File: config.mk
export PLATFORM = sky130hd
export DESIGN_NAME = reaction_timer_core
export DESIGN_NICKNAME = d
export VERILOG_FILES = /design/src/rtl/reaction_timer_core.sv
export SDC_FILE = /design/constraint.sdc
export NUM_CORES = 1
export LEC_CHECK = 0
export CAP_MARGIN = 20
export CORE_MARGIN = 10
export CORE_UTILIZATION = 61
export CTS_BUF_LIST = sky130_fd_sc_hd__clkbuf_4 sky130_fd_sc_hd__clkbuf_8
export DETAILED_ROUTE_END_ITERATION = 12
export PLACE_DENSITY = 0.93
export SLEW_MARGIN = 5
export SYNTH_ARGS = -nofsm -noshare
export SYNTH_HDL_FRONTEND = slang
export SYNTH_SLANG_ARGS = --single-unit
File: constraint.sdc
create_clock -name clk -period 5.3 [get_ports clk]
set_clock_uncertainty 0.15 [all_clocks]
set_input_delay 1.06 -clock clk [delete_from_list [all_inputs] [get_ports clk]]
set_output_delay 1.06 -clock clk [all_outputs]
set_load 0.05 [all_outputs]
File: src/rtl/reaction_timer_core.sv
// Reaction timer core.
// Measures the time between a randomly delayed lamp and the player's button press.
// Flow: IDLE -> WAIT (random delay) -> REACT (lamp on, counting ms) -> DONE.
// A press during WAIT is a false start and goes to FAULT.
// Elapsed time is kept directly in BCD so it can drive a display without conversion.
// The best (smallest) valid result is kept until reset.
module reaction_timer_core #(
  parameter int TICK_DIV     = 100000,
  parameter int DIGITS       = 4,
  parameter int MIN_DELAY_MS = 1000,
  parameter int DLY_BITS     = 12
) (
  input  logic                  clk,
  input  logic                  rst_n,
  input  logic                  btn,
  input  logic                  clear,
  output logic [2:0]            state,
  output logic                  led_on,
  output logic [4*DIGITS-1:0]   bcd_time,
  output logic [4*DIGITS-1:0]   best_time,
  output logic                  result_valid,
  output logic                  false_start,
  output logic                  timeout
);

  localparam int BW = 4 * DIGITS;
  localparam int PW = $clog2(TICK_DIV);
  localparam int DW = $clog2(MIN_DELAY_MS + (1 << DLY_BITS) + 1);

  typedef enum logic [2:0] {
    S_IDLE  = 3'd0,
    S_WAIT  = 3'd1,
    S_REACT = 3'd2,
    S_DONE  = 3'd3,
    S_FAULT = 3'd4
  } state_t;

  state_t          state_q;
  logic [15:0]     lfsr_q;
  logic            lfsr_fb;
  logic [PW-1:0]   presc_q;
  logic            tick;
  logic [DW-1:0]   delay_q;
  logic [BW-1:0]   bcd_q;
  logic [BW-1:0]   best_q;
  logic [BW-1:0]   bcd_next;
  logic            all_nines;
  logic            carry;
  logic [3:0]      digit;

  assign state     = state_q;
  assign bcd_time  = bcd_q;
  assign best_time = best_q;

  // Feedback for the taps 16,14,13,11; a nonzero seed keeps the register out of the all-zero lock-up state.
  assign lfsr_fb = lfsr_q[15] ^ lfsr_q[13] ^ lfsr_q[12] ^ lfsr_q[10];

  // The prescaler's terminal count marks the end of one millisecond.
  assign tick = (presc_q == PW'(TICK_DIV - 1));

  // Free-running random source, untouched by clear so successive games get different delays.
  always_ff @(posedge clk or negedge rst_n) begin
    if (!rst_n) begin
      lfsr_q <= 16'h0001;
    end else begin
      lfsr_q <= {lfsr_q[14:0], lfsr_fb};
    end
  end

  // BCD increment with ripple decimal carry, and all-9s detection for saturation.
  always_comb begin
    bcd_next  = bcd_q;
    all_nines = 1'b1;
    carry     = 1'b1;
    digit     = 4'd0;
    for (int i = 0; i < DIGITS; i++) begin
      digit = bcd_q[4*i +: 4];
      if (digit != 4'd9) begin
        all_nines = 1'b0;
      end
      if (carry) begin
        if (digit == 4'd9) begin
          bcd_next[4*i +: 4] = 4'd0;
        end else begin
          bcd_next[4*i +: 4] = digit + 4'd1;
          carry              = 1'b0;
        end
      end
    end
  end

  // Main game FSM; it also owns the prescaler, which restarts whenever a timed phase begins.
  always_ff @(posedge clk or negedge rst_n) begin
    if (!rst_n) begin
      state_q      <= S_IDLE;
      presc_q      <= '0;
      delay_q      <= '0;
      bcd_q        <= '0;
      best_q       <= {DIGITS{4'h9}};
      led_on       <= 1'b0;
      result_valid <= 1'b0;
      false_start  <= 1'b0;
      timeout      <= 1'b0;
    end else begin
      result_valid <= 1'b0;
      presc_q      <= tick ? '0 : presc_q + PW'(1);

      if (clear) begin
        state_q     <= S_IDLE;
        bcd_q       <= '0;
        led_on      <= 1'b0;
        false_start <= 1'b0;
        timeout     <= 1'b0;
      end else begin
        case (state_q)
          S_IDLE: begin
            if (btn) begin
              state_q <= S_WAIT;
              delay_q <= DW'(MIN_DELAY_MS) + DW'(lfsr_q[DLY_BITS-1:0]);
              presc_q <= '0;
            end
          end

          S_WAIT: begin
            if (btn) begin
              state_q     <= S_FAULT;
              false_start <= 1'b1;
              led_on      <= 1'b0;
            end else if (tick) begin
              if (delay_q <= DW'(1)) begin
                state_q <= S_REACT;
                led_on  <= 1'b1;
                bcd_q   <= '0;
                presc_q <= '0;
              end else begin
                delay_q <= delay_q - DW'(1);
              end
            end
          end

          S_REACT: begin
            if (btn) begin
              state_q      <= S_DONE;
              result_valid <= 1'b1;
              if (bcd_q < best_q) begin
                best_q <= bcd_q;
              end
            end else if (tick) begin
              if (all_nines) begin
                state_q <= S_DONE;
                timeout <= 1'b1;
              end else begin
                bcd_q <= bcd_next;
              end
            end
          end

          S_DONE, S_FAULT: begin
            if (btn) begin
              state_q     <= S_IDLE;
              led_on      <= 1'b0;
              timeout     <= 1'b0;
              false_start <= 1'b0;
            end
          end

          default: begin
            state_q     <= S_IDLE;
            led_on      <= 1'b0;
            timeout     <= 1'b0;
            false_start <= 1'b0;
          end
        endcase
      end
    end
  end

endmodule
# After elaboration in Yosys (flattened, before gate mapping)
# Cells that the tools add are included.
[totals]
output_inout_bits = 39
reg_bits = 85
word_cells = 141
in_bits = 4
[classes]
eq_ne = 36
n_bitwise = 4
magnitude_cmp = 2
mux = 63
n_addsub = 7
reduce_logical = 16
[ops]
columns = ["cell", "count"]
rows = [
  ["$mux W16", 7],
  ["$mux W17", 6],
  ["$mux W13", 4],
  ["$ne A3 B3 Y1 const B", 13],
  ["$pmux W17 S2", 1],
  ["$ne A4 B4 Y1 const B", 8],
  ["$pmux W16 S2", 1],
  ["$mux W4", 7],
  ["$mux W3", 9],
  ["$pmux W13 S2", 1],
  ["$reduce_and A8 Y1", 3],
  ["$mux W1", 23],
  ["$add A17 B1 Y17 const B", 1],
  ["$eq A17 B17 Y1 const B", 1],
  ["$add A4 B1 Y4 const B", 4],
  ["$eq A4 B4 Y1 const B", 4],
  ["$lt A16 B16 Y1", 1],
  ["$add A10 B12 Y13 const A", 1],
  ["$le A13 B1 Y1 const B", 1],
  ["$sub A13 B1 Y13 const B", 1],
  ["$pmux W3 S4", 1],
  ["$reduce_and A6 Y1", 2],
  ["$pmux W1 S3", 3],
  ["$ne A2 B2 Y1 const B", 4],
  ["other kinds (14)", 21],
]

# Logic depth before layout (Yosys ltp)
[depth]
word_depth = 10
ltp_mapped = 8
ltp_nobuf = 7

# Worst setup path after synthesis
# Ideal clock, no wire load.
[synth_path]
path_type = "input to register"
from = "input port clear"
to = "register best_q[10], in the netlist best_time[10]"
required_time_ns = 5.022
setup_time_ns = 0.128
t_arrival_ns = 2.614
stages = 7
path_slack_ns = 2.408
n_path_buf = 2
path_cell_list = "clkbuf_1 -> nor4b_4 -> nand3_1 -> a211oi_1 -> o21ai_1 -> buf_2 -> mux2_1"
[synth_between]
elab_chain_cells = 2
[synth_lines]
columns = ["element", "line_no", "source"]
rows = [
  ["from (decl)", "16", "input logic clear,"],
  ["$not A1 Y1 (no source line)", "n/a", ""],
  ["$reduce_and A4 Y1 (no source line)", "n/a", ""],
  ["to (signal assigned)", "99", "best_q <= {DIGITS{4'h9}};"],
  ["to (signal assigned)", "146", "best_q <= bcd_q;"],
  ["to (decl)", "45", "logic [BW-1:0] best_q;"],
]
# Every way passes these cells.
# A chain may end at the register's enable or synchronous reset.

# Final worst setup path
[layout_path]
from = "input port btn"
to = "register bcd_q[9], in the netlist bcd_time[9]"
[layout_between]
elab_chain_cells = 2
elab_cells_between_ends = 3
classes_between = "2 x eq/ne; 1 x reduce/logical"
[layout_lines]
columns = ["element", "line_no", "source"]
rows = [
  ["from (decl)", "15", "input logic btn,"],
  ["$ne A3 B3 Y1 (no source line)", "n/a", ""],
  ["$reduce_and A8 Y1 (no source line) (*)", "n/a", ""],
  ["to (signal assigned)", "153", "bcd_q <= bcd_next;"],
  ["to (decl)", "44", "logic [BW-1:0] bcd_q;"],
]
# Mark *: on every way between the ends. The rest lies on a longest branch, timed or not.

==> results.cfg <==
[clocking]
root_buffer = clkbuf_8
h-tree-depth = 3
cts.repair.resized = 0
cts_tree = yes
cts-buffers-inserted = 9
clk_latency_ns = 0.36
post-cts-setup-buffers = 0
cts_sinks = 85
cts_hold_buf = 0
clkTransAtPathRegs_ns = 0.08
cts_buffer_depth = 2

[grt]
grt_overflow_total = 0
antenna_found_initial = 0
grt_usage_pct = 19.0
grt_max_degree = 86
grt_pass1_wl_mm = 18.7
grt_pass1_vias = 3862

[die]
dieWidth_um = 109
core_sq_um = 7770
pin_count = 43
start_util_pct = 62.8
dieArea_sq_um = 12000
fp-row-count = 32
die_h_um = 109

[min_path]
worstHoldEndpoint = lfsr_q[15]
min_delay_path_depth = 0
min_from = lfsr_q[14]
hold_path.class = reg -> reg

[worst_setup_path]
critical_path_peak_fanout = 18
r2r_setup_slack_ns = 2.12
critical_path_class = in -> reg
cp-start-kind = primary input
endpoint_kind = flip-flop
r2r.worst_path.cells = 5
timing.rr.end = bcd_time[9]
crit_required_ns = 5.36
cp.arrival_ns = 3.65
reg2reg_from = state[0]

[place]
dp_slack_ns = 1.43
dpl.hpwl_mm = 7.95
routabilityCongestion = 0.881
io_buffers = 42

[cells_and_area]
drive_gt1_share_pct = 9.65
diodes = 0
num-nets-final = 565
area_growth_pct = 15.3

[sta]
fin_tns_setup_ns = 0
finalWorstSetupSlack_ns = 1.72
hold_viol_final = 0
max_freq_mhz = 279
period_share_pct = 67.6
rsz0062_at_grt = false
drv_slew = 0
tightest_slew_ns = 0.874
setup_violations = 0
slew_headroom_pct = 41.2
final.min_clock_period_ns = 3.58

[synthesis]
synth_area_sq_um = 4880
ys_types = 74
synth-main-ff-cell = dfrtp_1
avgSynthCellArea_sq_um = 9.87
synth-seq-cells = 85
async_reset_ff_share_pct = 100
syn_nets = 525
synth_edf_count = 0
ys_warn_count = 0
ys_seq_area_share_pct = 43.8
syn_inst = 494

[routing]
vias = 4089
vias_per_cell = 6.38
wl_per_cell_um = 17.8
wirelength_mm = 11.4
drc = 0
final_antenna_net_count = 0
dr.pass1.iters = 7
drt_iter0_drc = 303

[pwr]
ir_worst_vdd_v = 0.000217
power_density_nw_per_um2 = 335
power_leakage_nw = 2.42

[run_status]
status = completed

[run]
maxCapViolCount = 0
-- logic make-up (layout without fill, tap and decap cells) --
| kind of cell | after synthesis | after routing | share of synthesized area [%] |
|---|---|---|---|
| AO/OA/AOI/OAI | 117 | 117 | 16.6 |
| XOR/XNOR | 25 | 25 | 4.49 |
| adder cells (fa/ha/maj) | 27 | 27 | 6.93 |
| buffers and inverters | 44 | 89 | 3.67 |
| flip-flops | 85 | 85 | 43.8 |
| multiplexers | 21 | 21 | 4.62 |
| AND/OR/NAND/NOR | 175 | 175 | 19.9 |
-- layout by cell type, fill, tap and decap left out, types with 4 or more instances in the layout --
master	n
o31ai_1	12
a22oi_1	5
nor3_1	9
xnor2_1	12
nand4_1	5
mux2_1	6
nand3_1	14
and3_1	5
nor2b_1	6
o311ai_1	5
o21ai_1	5
nand2b_1	4
dfrtp_1	76
xor2_1	13
o211ai_1	4
a21oi_1	27
or3_1	4
a211oi_1	5
nand3b_1	6
clkbuf_8	10
o21ai_0	19
mux2i_1	9
inv_1	26
nor2_1	43
nand2_1	39
ha_1	27
clkdlybuf4s50_1	41
dfstp_2	9
mux2_2	6
or2_2	4
nor4_1	11
-- final cells by class --
type,instances,area [sq um]
tap,102,128
clock buffer,9,124
sequential,85,2140
fill,556,2150
clock inverter,7,96.3
timing repair buffer,46,474
inverter,27,101
multi-input combinational,365,2560
-- Yosys cell counts, drive strengths merged (9+ instances only) --
| cell | number | share of area, % |
|---|---|---|
| mux2 | 12 | 2.8 |
| clkbuf | 11 | 0.85 |
| nand3 | 14 | 1.4 |
| xnor2 | 12 | 2.2 |
| nand2 | 39 | 3.0 |
| mux2i | 9 | 1.8 |
| o31ai | 12 | 1.8 |
| a21oi | 27 | 2.8 |
| nor4 | 13 | 2.1 |
| o21ai | 24 | 2.5 |
| dfrtp | 76 | 39 |
| nor3 | 10 | 1.1 |
| inv | 27 | 2.1 |
| dfstp | 9 | 4.8 |
| xor2 | 13 | 2.3 |
| ha | 27 | 6.9 |
| nor2 | 43 | 3.3 |
-- power breakdown --
part,switching [W],internal (W)
Sequential,0.000109,0.000729
Clock,0.000243,0.000268
Combinational,0.000334,0.000201
Total,0.000686,0.00120
-- worst max-delay path, cell delays in order --
cell and delay [ns]:
clkdlybuf4s50_1 0.70, or3b_1 0.49, nand2b_1 0.15, o32a_1 0.42, or3_4 0.46, o41ai_1 0.35
-- worst max path at each step --
stage	startpoint	end	slack, ns
after floorplan	clear	best_time[10]	2.41
after global placement	btn	bcd_time[11]	1.59
after detailed placement	btn	bcd_time[9]	1.43
after CTS	btn	bcd_time[9]	1.79
after global routing	btn	bcd_time[9]	1.63
final	btn	bcd_time[9]	1.72
-- metrics by stage --
step                      instances  power (W)  area [sq um]  utilization, %  hold slack, ns
after CTS                       639    0.00188          5580            71.8           0.220
after floorplan                 494    0.00121          4880               -           0.181
after detailed placement        623    0.00137          5360            69.0           0.193
final                           641    0.00188          5620            72.4           0.216
after global routing            641    0.00198          5620            72.4           0.237
after global placement          623    0.00135          5360            69.0           0.191
-- per-layer routing --
layer  wire, um  track usage (%)  vias to the layer above
met2       5560             31.3                      175
met1       4780             24.5                     1972
li1           -                -                     1908
met4        301             6.69                        0
met3        764             3.63                       34
met5          0                0                        -
-- sequential cells by signal, summed over array words and instances, names as in the netlist --
name	cells
false_start	1
bcd_time	16
led_on	1
delay_q	13
best_time	16
state	3
timeout	1
presc_q	17
lfsr_q	16
result_valid	1
(Power assumes the default switching activity.)
